==> src/rtl/spi_pkg.sv <==
// Shared definitions for the PmodACL (ADXL345) SPI link: FSM state codes,
// frame geometry and the accelerometer command words used by the controller.
package spi_pkg;

    localparam int FRAME_BITS = 16;
    localparam int RX_BITS    = 8;

    typedef logic [2:0] state_t;

    localparam state_t ST_IDLE     = 3'd0;
    localparam state_t ST_LEAD     = 3'd1;
    localparam state_t ST_SHIFT    = 3'd2;
    localparam state_t ST_TRAIL    = 3'd3;
    localparam state_t ST_GAP      = 3'd4;
    localparam state_t ST_WAIT_LOW = 3'd5;

    // {R/W, MB, address[5:0], data[7:0]} frames for the ADXL345
    localparam logic [15:0] CMD_POWER_CTL   = 16'h2D08;
    localparam logic [15:0] CMD_BW_RATE     = 16'h2C08;
    localparam logic [15:0] CMD_DATA_FORMAT = 16'h3100;
    localparam logic [15:0] CMD_READ_Y0     = 16'hB400;
    localparam logic [15:0] CMD_READ_Y1     = 16'hB500;

    // Slave select is asserted only while the frame itself is on the wire.
    function automatic logic frame_active(input state_t s);
        return (s == ST_LEAD) || (s == ST_SHIFT) || (s == ST_TRAIL);
    endfunction

endpackage

==> src/rtl/spi_sclk_gen.sv <==
// Half-period timer and SCLK generator: tick every CLK_DIV enabled cycles,
// SCLK toggles on ticks while toggle_en is high and idles high otherwise.
module spi_sclk_gen #(
    parameter int CLK_DIV = 50
) (
    input  logic clk,
    input  logic rst,
    input  logic en,
    input  logic toggle_en,
    output logic sclk,
    output logic tick,
    output logic rise,
    output logic fall
);

    localparam int CW = $clog2(CLK_DIV);
    localparam logic [CW-1:0] LAST = CW'(CLK_DIV - 1);

    logic [CW-1:0] cnt_reg;
    logic          sclk_reg;

    always_ff @(posedge clk) begin
        if (rst || !en) begin
            cnt_reg <= '0;
        end else if (cnt_reg == LAST) begin
            cnt_reg <= '0;
        end else begin
            cnt_reg <= cnt_reg + CW'(1);
        end
    end

    always_ff @(posedge clk) begin
        if (rst || !en) begin
            sclk_reg <= 1'b1;
        end else if (toggle_en && tick) begin
            sclk_reg <= ~sclk_reg;
        end
    end

    // Strobes flag the edge on which sclk will change, so the caller updates
    // its shift registers on the same clock edge the pin moves.
    assign tick = en && (cnt_reg == LAST);
    assign rise = tick && toggle_en && !sclk_reg;
    assign fall = tick && toggle_en && sclk_reg;
    assign sclk = sclk_reg;

endmodule

==> src/rtl/spi_interface.sv <==
// SPI mode 3 shift engine for the PmodACL: sends a 16-bit frame MSB first and
// returns the low byte of the word shifted in on MISO with a one-cycle done.
module spi_interface
    import spi_pkg::*;
#(
    parameter int CLK_DIV    = 50,
    parameter int FRAME_BITS = 16
) (
    input  logic        clk,
    input  logic        rst,
    input  logic        transmit,
    input  logic [15:0] txdata,
    input  logic        sdi,
    output logic        sdo,
    output logic        sclk,
    output logic        ss,
    output logic        busy,
    output logic        done,
    output logic [7:0]  rxdata
);

    state_t state_reg;
    state_t state_next;

    logic [FRAME_BITS-1:0] tx_sr_reg;
    logic [FRAME_BITS-1:0] rx_sr_reg;
    logic [4:0]            bit_cnt_reg;
    logic [RX_BITS-1:0]    rxdata_reg;
    logic                  done_reg;
    logic                  ss_reg;
    logic                  busy_reg;

    logic gen_en;
    logic gen_toggle;
    logic tick;
    logic rise;
    logic fall;

    assign gen_en     = (state_reg == ST_LEAD) || (state_reg == ST_SHIFT) ||
                        (state_reg == ST_TRAIL) || (state_reg == ST_GAP);
    assign gen_toggle = (state_reg == ST_LEAD) || (state_reg == ST_SHIFT);

    spi_sclk_gen #(
        .CLK_DIV(CLK_DIV)
    ) u_sclk_gen (
        .clk      (clk),
        .rst      (rst),
        .en       (gen_en),
        .toggle_en(gen_toggle),
        .sclk     (sclk),
        .tick     (tick),
        .rise     (rise),
        .fall     (fall)
    );

    always_comb begin
        state_next = state_reg;
        case (state_reg)
            ST_IDLE:     if (transmit) state_next = ST_LEAD;
            ST_LEAD:     if (tick) state_next = ST_SHIFT;
            ST_SHIFT:    if (rise && bit_cnt_reg == 5'(FRAME_BITS - 1)) state_next = ST_TRAIL;
            ST_TRAIL:    if (tick) state_next = ST_GAP;
            ST_GAP:      if (tick) state_next = ST_WAIT_LOW;
            // Hold here until the controller drops transmit to avoid a retrigger.
            ST_WAIT_LOW: if (!transmit) state_next = ST_IDLE;
            default:     state_next = ST_IDLE;
        endcase
    end

    always_ff @(posedge clk) begin
        if (rst) begin
            state_reg   <= ST_IDLE;
            tx_sr_reg   <= '0;
            rx_sr_reg   <= '0;
            bit_cnt_reg <= '0;
            rxdata_reg  <= '0;
            done_reg    <= 1'b0;
            ss_reg      <= 1'b1;
            busy_reg    <= 1'b0;
        end else begin
            state_reg <= state_next;
            done_reg  <= 1'b0;
            ss_reg    <= !frame_active(state_next);
            busy_reg  <= (state_next != ST_IDLE) && (state_next != ST_WAIT_LOW);

            if (state_reg == ST_IDLE && transmit) begin
                tx_sr_reg   <= txdata;
                rx_sr_reg   <= '0;
                bit_cnt_reg <= '0;
            end

            // The first falling edge happens in LEAD, so every fall seen in
            // SHIFT advances MOSI to the next bit.
            if (state_reg == ST_SHIFT) begin
                if (rise) begin
                    rx_sr_reg   <= {rx_sr_reg[FRAME_BITS-2:0], sdi};
                    bit_cnt_reg <= bit_cnt_reg + 5'd1;
                end
                if (fall) begin
                    tx_sr_reg <= {tx_sr_reg[FRAME_BITS-2:0], 1'b0};
                end
            end

            if (state_reg == ST_TRAIL && tick) begin
                done_reg   <= 1'b1;
                rxdata_reg <= rx_sr_reg[RX_BITS-1:0];
            end
        end
    end

    assign sdo    = ss_reg ? 1'b0 : tx_sr_reg[FRAME_BITS-1];
    assign ss     = ss_reg;
    assign busy   = busy_reg;
    assign done   = done_reg;
    assign rxdata = rxdata_reg;

endmodule

==> config.mk <==
export PLATFORM = sky130hd
export DESIGN_NAME = spi_interface
export DESIGN_NICKNAME = d
export VERILOG_FILES = /design/src/rtl/spi_pkg.sv /design/src/rtl/spi_sclk_gen.sv /design/src/rtl/spi_interface.sv
export SDC_FILE = /design/constraint.sdc
export NUM_CORES = 1
export LEC_CHECK = 0
export CAP_MARGIN = 20
export CORE_MARGIN = 5
export CORE_UTILIZATION = 48
export DETAILED_ROUTE_END_ITERATION = 10
export GPL_ROUTABILITY_DRIVEN = 0
export GPL_TIMING_DRIVEN = 0
export PLACE_DENSITY_LB_ADDON = 0.1
export SYNTH_ARGS = -nofsm -noshare
export SYNTH_HDL_FRONTEND = slang
export SYNTH_SLANG_ARGS = --single-unit
==> constraint.sdc <==
create_clock -name clk -period 2 [get_ports clk]
set_clock_uncertainty 0.05 [all_clocks]
set_input_delay 0.5 -clock clk [delete_from_list [all_inputs] [get_ports clk]]
set_output_delay 0.5 -clock clk [all_outputs]
set_load 0.03 [all_outputs]
==> results of run 1 <==
Yosys cell counts:
library cell / number / area [um2]
sky130_fd_sc_hd__dfxtp_1: 50 / 1000
sky130_fd_sc_hd__nor2_1: 34 / 128
sky130_fd_sc_hd__mux2i_1: 23 / 230
sky130_fd_sc_hd__a211oi_1: 17 / 128
sky130_fd_sc_hd__nand3_1: 17 / 85.1
sky130_fd_sc_hd__nand2_1: 14 / 52.6
sky130_fd_sc_hd__a21oi_1: 13 / 65.1
sky130_fd_sc_hd__clkbuf_1: 12 / 45.0
sky130_fd_sc_hd__a31oi_1: 7 / 43.8
sky130_fd_sc_hd__buf_2: 6 / 30.0
sky130_fd_sc_hd__inv_1: 6 / 22.5
sky130_fd_sc_hd__ha_1: 4 / 50.1
sky130_fd_sc_hd__nor2b_1: 4 / 25.0
sky130_fd_sc_hd__a21o_1: 3 / 22.5
sky130_fd_sc_hd__nand3b_1: 3 / 22.5
sky130_fd_sc_hd__o31ai_1: 3 / 22.5
sky130_fd_sc_hd__xnor2_1: 3 / 26.3
sky130_fd_sc_hd__xor2_1: 3 / 26.3
sky130_fd_sc_hd__and3_1: 2 / 12.5
sky130_fd_sc_hd__and4_1: 2 / 17.5
sky130_fd_sc_hd__nand2b_1: 2 / 12.5
sky130_fd_sc_hd__nand4_1: 2 / 12.5
sky130_fd_sc_hd__or3_1: 2 / 12.5
sky130_fd_sc_hd__a2111oi_4: 1 / 27.5
sky130_fd_sc_hd__a221o_1: 1 / 10.0
sky130_fd_sc_hd__and2_0: 1 / 6.26
sky130_fd_sc_hd__and2_1: 1 / 6.26
sky130_fd_sc_hd__buf_4: 1 / 7.51
sky130_fd_sc_hd__nand4b_1: 1 / 8.76
sky130_fd_sc_hd__nand4bb_1: 1 / 11.3
sky130_fd_sc_hd__nor3_1: 1 / 5.00
sky130_fd_sc_hd__nor3b_2: 1 / 12.5
sky130_fd_sc_hd__nor4_1: 1 / 6.26
sky130_fd_sc_hd__nor4b_1: 1 / 8.76
sky130_fd_sc_hd__o211a_1: 1 / 10.0
sky130_fd_sc_hd__o21ai_0: 1 / 5.00
sky130_fd_sc_hd__o21bai_1: 1 / 7.51
sky130_fd_sc_hd__o221ai_1: 1 / 8.76
sky130_fd_sc_hd__or3b_1: 1 / 8.76
sky130_fd_sc_hd__or4b_2: 1 / 10.0
logic make-up (layout without fill, tap and decap cells):
logic type	after synthesis	in the layout
flip-flops	50	50
adder cells (fa/ha/maj)	4	4
multiplexers	23	23
XOR/XNOR	6	6
AO/OA/AOI/OAI	49	49
AND/OR/NAND/NOR	92	92
buffers and inverters	25	65
timing repair:
item / in CTS / in global routing
pin swaps: 2 / 5
gates resized for setup: 6 / 18
endpoints found under the setup margin: 14 / 36
setup buffers: 0 / 1
stage by stage:
step,setup TNS [ns],cell area [um2],utilization (%),hold WS (ns),instances
3_3_place_gp,-8.02,2640,57.1,0.401,335
5_1_grt,-0.00598,2810,60.6,0.428,343
2_1_floorplan,0,2250,-,0.380,249
4_1_cts,-0.00720,2740,59.2,0.425,342
6_report,0,2810,60.6,0.421,343
3_5_place_dp,-8.44,2640,57.1,0.411,335
final cells by class:
cell class | instances | area, um2
inverters | 6 | 22.5
repair buffers | 33 | 325
fillers | 421 | 1820
clock buffers | 6 | 82.6
plain buffers | 18 | 86.3
clock inverters | 2 | 12.5
well taps | 54 | 67.6
multi-input cells | 174 | 1200
flip-flops and latches | 50 | 1010
layer usage:
metal  GRT usage [%]  vias up  routed length, um
li1                -      963                  -
met1            21.5      876               2400
met2            25.0       42               2240
met3            4.01        2                224
met4            5.59        0                 36
met5               0        -                  0
worst max-delay path, stage by stage, from the launching register on:
cell                        delay (ns)
sky130_fd_sc_hd__dfxtp_4          0.38
sky130_fd_sc_hd__ha_4             0.14
sky130_fd_sc_hd__and3_4           0.19
sky130_fd_sc_hd__ha_4             0.14
sky130_fd_sc_hd__nand4bb_4        0.12
sky130_fd_sc_hd__a2111oi_4        0.39
sky130_fd_sc_hd__a211oi_2         0.11
sky130_fd_sc_hd__a221o_1          0.31
worst max path at each step:
stage | depth (start not counted) | start | endpoint
3_3_place_gp | 6 | transmit | bit_cnt_reg[0]$_SDFF_PP0_
5_1_grt | 7 | bit_cnt_reg[0]$_SDFF_PP0_ | ss$_SDFF_PP1_
6_report | 7 | bit_cnt_reg[1]$_SDFF_PP0_ | ss$_SDFF_PP1_
3_5_place_dp | 6 | transmit | tx_sr_reg[3]$_SDFF_PP0_
4_1_cts | 7 | bit_cnt_reg[0]$_SDFF_PP0_ | ss$_SDFF_PP1_
2_1_floorplan | 7 | bit_cnt_reg[0]$_SDFF_PP0_ | ss$_SDFF_PP1_
power by group through the flow:
stage	Sequential [W]	Combinational [W]	Clock [W]
floorplan	0.00107	0.000101	0
global placement	0.00106	0.000174	0
detailed placement	0.00106	0.000177	0
CTS	0.00104	0.000179	0.000628
global route	0.00104	0.000197	0.000678
finish	0.00104	0.000181	0.000611
==> results.txt, run 1 <==
* Endpoint of the worst-slack reg-to-reg timing path: ss$_SDFF_PP1_
- In the final routed layout, each cell accounts on average for around 14 um.
- STA classifies the critical path endpoint as a register.
- Type of the tightest min-delay check: reg -> reg
* Share of the synthesized netlist area taken by xor and xnor gates: 2.33%
- In the layout the commonest cells are sky130_fd_sc_hd__dfxtp_1 (48), sky130_fd_sc_hd__nor2_1 (34), sky130_fd_sc_hd__clkdlybuf4s50_1 (30), sky130_fd_sc_hd__mux2i_1 (23), sky130_fd_sc_hd__nand3_1 (17).
- The clock reaches the later pin of the worst-skew pair after 0.30 ns.
- Along the worst hold path, the cell count comes to 2.
* Number of buffer cells added on primary ports: 32
* Post-synthesis instance total: 249
- Number of max-cap violations: 0
- Simple-Gate Fraction of Synth Area: 20.6%
- Combinational family with the most area after synthesis: simple AND/OR/NAND/NOR gates
- Area Overhead vs Synth: 24.6%
- Synth Area in Compound Gates: 15.5%
- Count of nets after finishing: 312
- Worst Hold Path EP: rx_sr_reg[3]$_SDFF_PP0_
- Clock-pin slew on the worst setup and hold paths: ~0.090 ns
- Relative slew slack: 66.7%
* DIE HEIGHT: just under 80 um
- Max reg flops: 16
* Via count of the first global-routing pass: 1702
- Hpwl dp: 3400 um
- Die Width: around 79 um
* Worst Slack Setup Final: about 0.051 ns
- CTS H-Tree Depth: 2
- For this configuration, the core starts out at a cell density of between 40% and 50%.
* Antenna diode count: 0
* Startpoint class of the critical path: register
- Switching power share of the total: a little under a quarter
* Depth of the worst register-to-register path: 7
* Top-level I/O count: 33
- Relative contribution of the clock network to total power: 33.4%
- In the final layout, the share of cells above drive strength 1 is between 10% and 20%.
- STA puts the critical path data arrival time at 2.09 ns.
- The Yosys step of the flow raised 0 warnings.
- For this run, design rule violations remaining after detail routing come to 0.
- The max-slew violation count came to 0.
- #FFs+latches synth: 50
- Synthesized cell area: around 2300 um2
- For the pin with the worst max-slew slack, the measured transition is 0.499 ns.
- Prior to clock tree synthesis, the placed netlist has a worst setup slack of -0.354 ns.
- Part of the power in combinational logic: 9.9%
- Entering global routing, the biggest net connects 16 pins.
- GRT overflow: 0
- In this run the worst path has a maximum fanout of 3.
- Dividing total power by cell area gives a power density of 652 nW/um2.
- Initial DRC Count: 148
- Per report_power, the sequential group accounts for 56.8% of the total.
* Most common cell after layout, fill and taps aside: sky130_fd_sc_hd__dfxtp_1
- After floorplanning, the core was sized to cover around 4600 um2.
* Initial antenna violation count: 0
- Root buf cell: sky130_fd_sc_hd__clkbuf_8
* Number of buffers on the longest clock path: 2
* Syn_area_per_cell: 9.05 um2
* Pre-antenna DRT Iters: 4
- Via count of the routed design: 1883
* Maximum operating frequency: 513 MHz
- Standard-cell rows: 25
- Total clock buffers created by CTS: 5
* Maximum ir drop on the vdd rail: 0.355 mV
- The setup check on the worst reg-to-reg path leaves a slack of around 0.051 ns.
- The completed layout was analyzed and its total power is 0.00183 W.
* Total Wirelength: 4900 um
- Clock tree sinks: 50
- Worst setup path class: reg -> reg
- Worst Hold Launch: rx_sr_reg[2]$_SDFF_PP0_
- The portion of synthesized area spent on multiplexers is approximately a tenth.
* Residual antenna-violating net count after detailed routing: 0
- At the worst endpoint, the required time is about 2.1 ns.
- Synth unique cells: 40
- Beginning of the worst register-to-register path: bit_cnt_reg[1]$_SDFF_PP0_
- P_leak: 1.04 nW
- Wire length of the first global-routing pass: 7920 um
- Internal power of the cells: 0.00139 W
- The run finished with clean final reports.
- For this design, the CTS-stage hold fixing added 0 buffers.
- After layout, the minimum clock period comes to 1.95 ns.
- In the routed layout, each cell is associated on average with a via count of 5.49.
* Seq/Total Area, Yosys: 44.4%
- Setup violations remaining at the end of the flow were counted as 0.
- Clock tree from TritonCTS: built
- Of the available clock period, the critical path in the final layout requires roughly 97%.
* Area of the die: 6160 um2
- The number of nets in the synthesized netlist is 273.
- The final hold violation count is 0.
* Net Sw Power: 0.000437 W
* Share of synthesized cell area in full adder, half adder and majority cells: 2.22%
- Global routing used between 10% and 20% of the available tracks across all layers.
Power figures use the tool's default switching activity.
==> run 2: changes to the inputs <==
CTS_BUF_LIST = sky130_fd_sc_hd__clkbuf_16   (was default)
==> results.txt, run 2 (synthesized netlist as in run 1, its figures left out) <==
* Standard-cell rows: 25 (unchanged)
* Number of max-cap violations: 0 (unchanged)
- The number of filler cells placed in the layout is 399 (was 421).
* DIE HEIGHT: 78.5 um (unchanged)
- The count of pins on the block boundary was 33 (unchanged).
- Clock-pin slew on the worst setup and hold paths: 0.06 ns (was 0.09 ns)
- Root buf cell: sky130_fd_sc_hd__clkbuf_16 (was sky130_fd_sc_hd__clkbuf_8)
* GRT overflow: 0 (unchanged)
- Core box area: 4630 um2 (unchanged)
* Fraction of power consumed by sequential logic: 50.9% (was 56.8%)
- The total routed wirelength came to 5000 um (was 4900 um).
- Switching power share of the total: 23.0% (was 23.9%)
- Final number of setup-violating endpoints: 0 (unchanged)
- Drt via density: 5.56 (was 5.49)
- Startpoint class of the critical path: register (unchanged)
* Final Non-Filler Cells: 346 (was 343)
- The HPWL reported at the end of detailed placement is 3400 um (unchanged).
- Total clock buffers created by CTS: 5 (unchanged)
- Cell count after placement: 335 (unchanged)
- Pre-antenna DRT Iters: 4 (unchanged)
* Transition at the pin with the smallest max-transition slack: 0.489 ns (was 0.499 ns)
- Relative slew slack: 67.4% (was 66.7%)
* Part of the power in combinational logic: 9.0% (was 9.9%)
- The share of total power in the clock network is 40.1% (was 33.4%).
* Most common cell after layout, fill and taps aside: sky130_fd_sc_hd__dfxtp_1 (unchanged)
* Number of hold violations in the final report: 0 (unchanged)
- Clock tree from TritonCTS: built (unchanged)
* Number of buffers on the longest clock path: 2 (unchanged)
- The maximum VDD drop is 0.356 mV (was 0.355 mV).
- Count of nets after finishing: 315 (was 312)
* Fraction of layout cells with a size suffix above 1: 11.6% (was 10.4%)
- The kind of critical path was reg -> reg (unchanged).
* Internal power of the cells: 0.00158 W (was 0.00139 W)
- The number of nets with antenna violations after detailed routing was 0 (unchanged).
- Number of hold-repair buffers added at the cts stage: 0 (unchanged)
- Type of the tightest min-delay check: reg -> reg (unchanged)
- The max-slew violation count is 0 (unchanged).
* Outcome: completed (unchanged)
- The leakage power summed over all cells was 1.08 nW (was 1.04 nW).
- Net Sw Power: 0.000470 W (was 0.000437 W)
- The initial antenna violation count is 0 (unchanged).
* Via count of the first global-routing pass: 1739 (was 1702)
- Area taken by flip-flops and latches: 1010 um2 (about the same)
* Die Width: 78.5 um (unchanged)
- Initial DRC Count: 176 (was 148)
- The kind of end point of the critical path was a register (unchanged).
* Final period utilization: 97.4% (about the same)
* Detailed-route DRC error count: 0 (unchanged)
* Arrival time reported for the critical path endpoint: 2.07 ns (was 2.09 ns)
* Area Overhead vs Synth: 28.0% (was 24.6%)
- Number of buffer cells added on primary ports: 32 (unchanged)
* Overall fraction of global-route tracks in use: 16.4% (was 16.0%)
- The flip-flop count of the largest register, all copies and words added is 16 (unchanged).
- The count of inserted antenna diode cells was 0 (unchanged).
* Highest-count cells in the layout ignoring fill and taps: sky130_fd_sc_hd__dfxtp_1 (48), sky130_fd_sc_hd__nor2_1 (34), sky130_fd_sc_hd__clkdlybuf4s50_1 (30), sky130_fd_sc_hd__mux2i_1 (23), sky130_fd_sc_hd__nand3_1 (17) (unchanged)
* Worst hold slack: 0.421 ns (about the same)
- Final worst path period need: 1.95 ns (about the same)
* Wire length of the first global-routing pass: 8030 um (was 7920 um)
- The maximum fanout along the worst path came to 4 (was 3).
- The starting density of the core is 48.7% (unchanged).
* Multi-input gate area: 1210 um2 (was 1200 um2)
* Clock tree sinks: 50 (unchanged)
* CTS H-Tree Depth: 2 (unchanged)
- Maximum operating frequency: 513 MHz (about the same)
- The area of the die came to 6160 um2 (unchanged).
- The routed length per placed instance came to 14.4 um (was 14.3 um).
- The power density relative to cell area is 710 nW/um2 (was 652 nW/um2).
- Via count of the routed design: 1923 (was 1883)
* Clk Latency, worst-skew pair: 0.29 ns (was 0.30 ns)
- Required @ worst endpoint: 2.12 ns (was 2.14 ns)
* Maximum number of pins on one net before global-route repair: 16 (unchanged)
run 2: cell count changes in the layout (fill, tap and decap cells not counted), sizes merged:
cell,previous run,this run
clkinv,1,2
buf,8,10
run 2: path summary, 6_finish.rpt:
kind | from | end | slack [ns] | cells after the start
max reg2reg | bit_cnt_reg[0]$_SDFF_PP0_ | ss$_SDFF_PP1_ | 0.05 | 7
min | rx_sr_reg[7]$_SDFF_PP0_ | rx_sr_reg[7]$_SDFF_PP0_ | 0.42 | 2
max | bit_cnt_reg[0]$_SDFF_PP0_ | ss$_SDFF_PP1_ | 0.05 | 7
min reg2reg | rx_sr_reg[7]$_SDFF_PP0_ | rx_sr_reg[7]$_SDFF_PP0_ | 0.42 | 2
run 2: worst max-delay path: stages, from the launching register on:
cell and delay (ns):
sky130_fd_sc_hd__dfxtp_4 0.38, sky130_fd_sc_hd__ha_4 0.14, sky130_fd_sc_hd__and3_4 0.19, sky130_fd_sc_hd__ha_4 0.14, sky130_fd_sc_hd__nand4bb_4 0.12, sky130_fd_sc_hd__a2111oi_4 0.40
sky130_fd_sc_hd__a211oi_2 0.09, sky130_fd_sc_hd__a221o_1 0.31
run 2: cell type report:
| class | count | share of cell area, % |
|---|---|---|
| Sequential cell | 50 | 34.9 |
| Tap cell | 54 | 2.34 |
| Clock inverter | 3 | 0.564 |
| Clock buffer | 5 | 4.34 |
| Timing Repair Buffer | 36 | 12.1 |
| Buffer | 18 | 3.12 |
| Inverter | 6 | 0.781 |
| Multi-Input combinational cell | 174 | 41.9 |
run 2: metrics by stage:
stage | cell area, um2 | worst slack [ns] | total power, W | utilization, % | TNS (ns)
after floorplan | 2250 | 0.131 | 0.00117 | - | 0
after global placement | 2640 | -0.368 | 0.00124 | 57.1 | -8.02
after detailed placement | 2640 | -0.354 | 0.00124 | 57.1 | -8.44
after CTS | 2800 | -0.0216 | 0.00207 | 60.5 | -0.0271
after global routing | 2880 | -0.000660 | 0.00213 | 62.3 | -0.000660
final | 2880 | 0.0522 | 0.00205 | 62.3 | 0
run 2: per-layer routing:
metal / part of all wire, % / GRT usage, %
met1: 48 / 21.2
met2: 46 / 25.9
met3: 4.6 / 3.90
met4: 1.6 / 6.99
met5: 0 / 0
run 2: power groups by stage:
| stage | clock (W) | sequential [W] | combinational, W |
|---|---|---|---|
| after detailed placement | 0 | 0.00106 | 0.000177 |
| after global placement | 0 | 0.00106 | 0.000174 |
| after floorplan | 0 | 0.00107 | 0.000101 |
| after global routing | 0.000882 | 0.00105 | 0.000201 |
| after CTS | 0.000839 | 0.00104 | 0.000184 |
| final | 0.000821 | 0.00104 | 0.000185 |
run 2: timing repair:
item | in CTS | in global routing
buffers inserted | 2 | 2
resized for setup | 5 | 21
endpoints found under the setup margin | 22 | 34
pin swaps | 1 | 4
==> RTL change: new RTL, flow settings as in run 2 <==
Put one more register stage on the output `rxdata`, with the module's reset. The value now appears one clock later. The other outputs are not delayed to match.
--- a/src/rtl/spi_interface.sv
+++ b/src/rtl/spi_interface.sv
@@ -112,7 +112,13 @@
     assign ss     = ss_reg;
     assign busy   = busy_reg;
     assign done   = done_reg;
-    assign rxdata = rxdata_reg;
+    always_ff @(posedge clk) begin
+        if (rst) begin
+            rxdata <= '0;
+        end else begin
+            rxdata <= rxdata_reg;
+        end
+    end
 
 endmodule
 
Check against the original RTL: no difference found for any inputs over 10 cycles, from zero or initial values and one cycle with rst high; that may be too few to reach the edited logic, so the function may still have changed.
==> RTL change against run 2 <==
Non-clock buffer count down 4; cell area up 6.8%; sequential power up 19%; wire length up 1.3%; setup slack better by 0.061 ns; utilization up 1.6 points; worst hold slack worse by 0.012 ns; highest routed layer unchanged; synthesized cell count up 8.8%; count of clock-buffer cells in the layout up 4; total power up 39%; via count up 3.9%; area after synthesis up 7.2%; sequential cell count up 8; cell count up 12%.
==> RTL change: results (changes against run 2) <==
Outcome
  – Outcome: finished, final reports clean

Critical path
  – CP Max Fanout: 4 (unchanged)
  – Critical path arrival: 2.05 ns (-0.02 ns)
  – Worst R2R End: busy
  – Slowest-stage cell, CP: dfxtp_1
  – R2r setup slk: 0.11 ns (+0.06 ns)
  – Largest stage delay on the critical path: 0.33 ns (-0.07 ns)

Clock network
  – Num CTS Buffers: 9 (+4)
  – Max clock buf depth: 2 (unchanged)
  – H-tree Lvls: 3 (+1)
  – Post-CTS Resized: 2 (-3)
  – Worst skew pair latency: 0.32 ns (+0.03 ns)
  – Postcts setup bufs: 1 (-1)

Hold path
  – Worst Hold End: u_sclk_gen.cnt_reg[0]
  – Hold depth: 1 (-1)
  – Hold path startpoint: u_sclk_gen.cnt_reg[0]

Cells and area
  – Fin nets: 339 (+7.6%)
  – Share of cells above drive strength 1: 0.100 (-0.0161)
  – Final cell count without fillers: 386 (+12%)
  – FILL cells: 434 (+8.8%)

STA
  – Hold slack: 0.409 ns (-0.0120 ns)
  – Max-Slew Margin vs Limit: 0.677 (+0.00317)

Routing
  – Wirelength per Cell: 13.1 um (-9.2%)
  – Initial DRC Count: 69 (-61%)
  – DR vias: 1,998 (+3.9%)

GRT
  – Global-route wire length before repair: 8740 um (+8.8%)
  – Vias in the first global route: 1,950 (+12%)
  – Tot GR Track Use: 0.179 (+0.0152)
  – Largest net degree at the start of global routing: 11 (-5)

Placement
  – Dpl ws: -0.357 ns (-0.00274 ns)
  – Detailed placer's ending HPWL: 3430 um (+0.66%)
  – Placed Cells: 370 (+10%)
  – Placed cell areas: 2820 um^2 (+6.7%)

Yosys
  – Sequential element share of the synthesized area: 0.481 (+0.0366)
  – Leading cell types by count after synthesis: 58 x dfxtp_1, 45 x nand2_1, 38 x nor2_1
  – Share of synthesized registers carrying an async set or reset: 0 (unchanged)
  – Syn_nets: 295 (+8.1%)
  – Mean Syn Cell Area: 8.91 um^2 (-1.5%)
  – Synth area leaders: dfxtp_1 48%, nand2_1 7.0%, nor2_1 5.9%

Power
  – Pleak: 1.15 nW (+6.6%)
  – Switching power total: 682 uW (+45%)
  – Seq pwr: 1.24 mW (+19%)
  – VDD IR max: 660 uV (+85%)
  – Comb power: 317 uW (+71%)
  – Internal power: 2.16 mW (+37%)
[RTL change: cells by family after synthesis]
logic type               Yosys count  share of synthesized area
AO/OA/AOI/OAI                     40                      0.116
XOR/XNOR                           7                     0.0254
adder cells (fa/ha/maj)            5                     0.0249
buffers and inverters             21                     0.0435
flip-flops                        58                      0.481
multiplexers                       8                     0.0332
AND/OR/NAND/NOR                  132                      0.276
[RTL change: layout make-up]
cell class | instances | area (um^2) | share of cell area
multi-input combinational | 192 | 1150 | 0.373
buffer | 17 | 93.8 | 0.0305
tap | 67 | 83.8 | 0.0272
sequential | 58 | 1160 | 0.377
clock buffer | 9 | 225 | 0.0731
clock inverter | 6 | 26.3 | 0.00853
inverter | 4 | 15.0 | 0.00488
timing repair buffer | 33 | 325 | 0.106
[RTL change: worst max path at each step]
stage                          start              to  slack (ns)  depth (start not counted)
2_1_floorplan         bit_cnt_reg[0]            busy        0.27                          7
3_3_place_gp                transmit    tx_sr_reg[4]       -0.31                          5
3_5_place_dp                transmit    tx_sr_reg[6]       -0.36                          5
4_1_cts                          rst  bit_cnt_reg[0]        0.05                          4
5_1_grt        u_sclk_gen.cnt_reg[1]   tx_sr_reg[12]        0.03                          8
6_report              bit_cnt_reg[0]            busy        0.11                          7
[RTL change: metal layers]
metal | vias up | share of wire | GRT usage
met2 | 36 | 0.45 | 0.291
met4 | 0 | 0.021 | 0.0912
met3 | 9 | 0.048 | 0.0698
met1 | 929 | 0.49 | 0.203
li1 | 1024 | - | -
met5 | - | 0 | 0
[RTL change: worst register-to-register path: cells and delay by family, from the launching register on]
family	cells	cell delay [ns]
flip-flops	1	0.33
AND/OR/NAND/NOR	2	0.25
AO/OA/AOI/OAI	3	0.71
adder cells (fa/ha/maj)	2	0.43
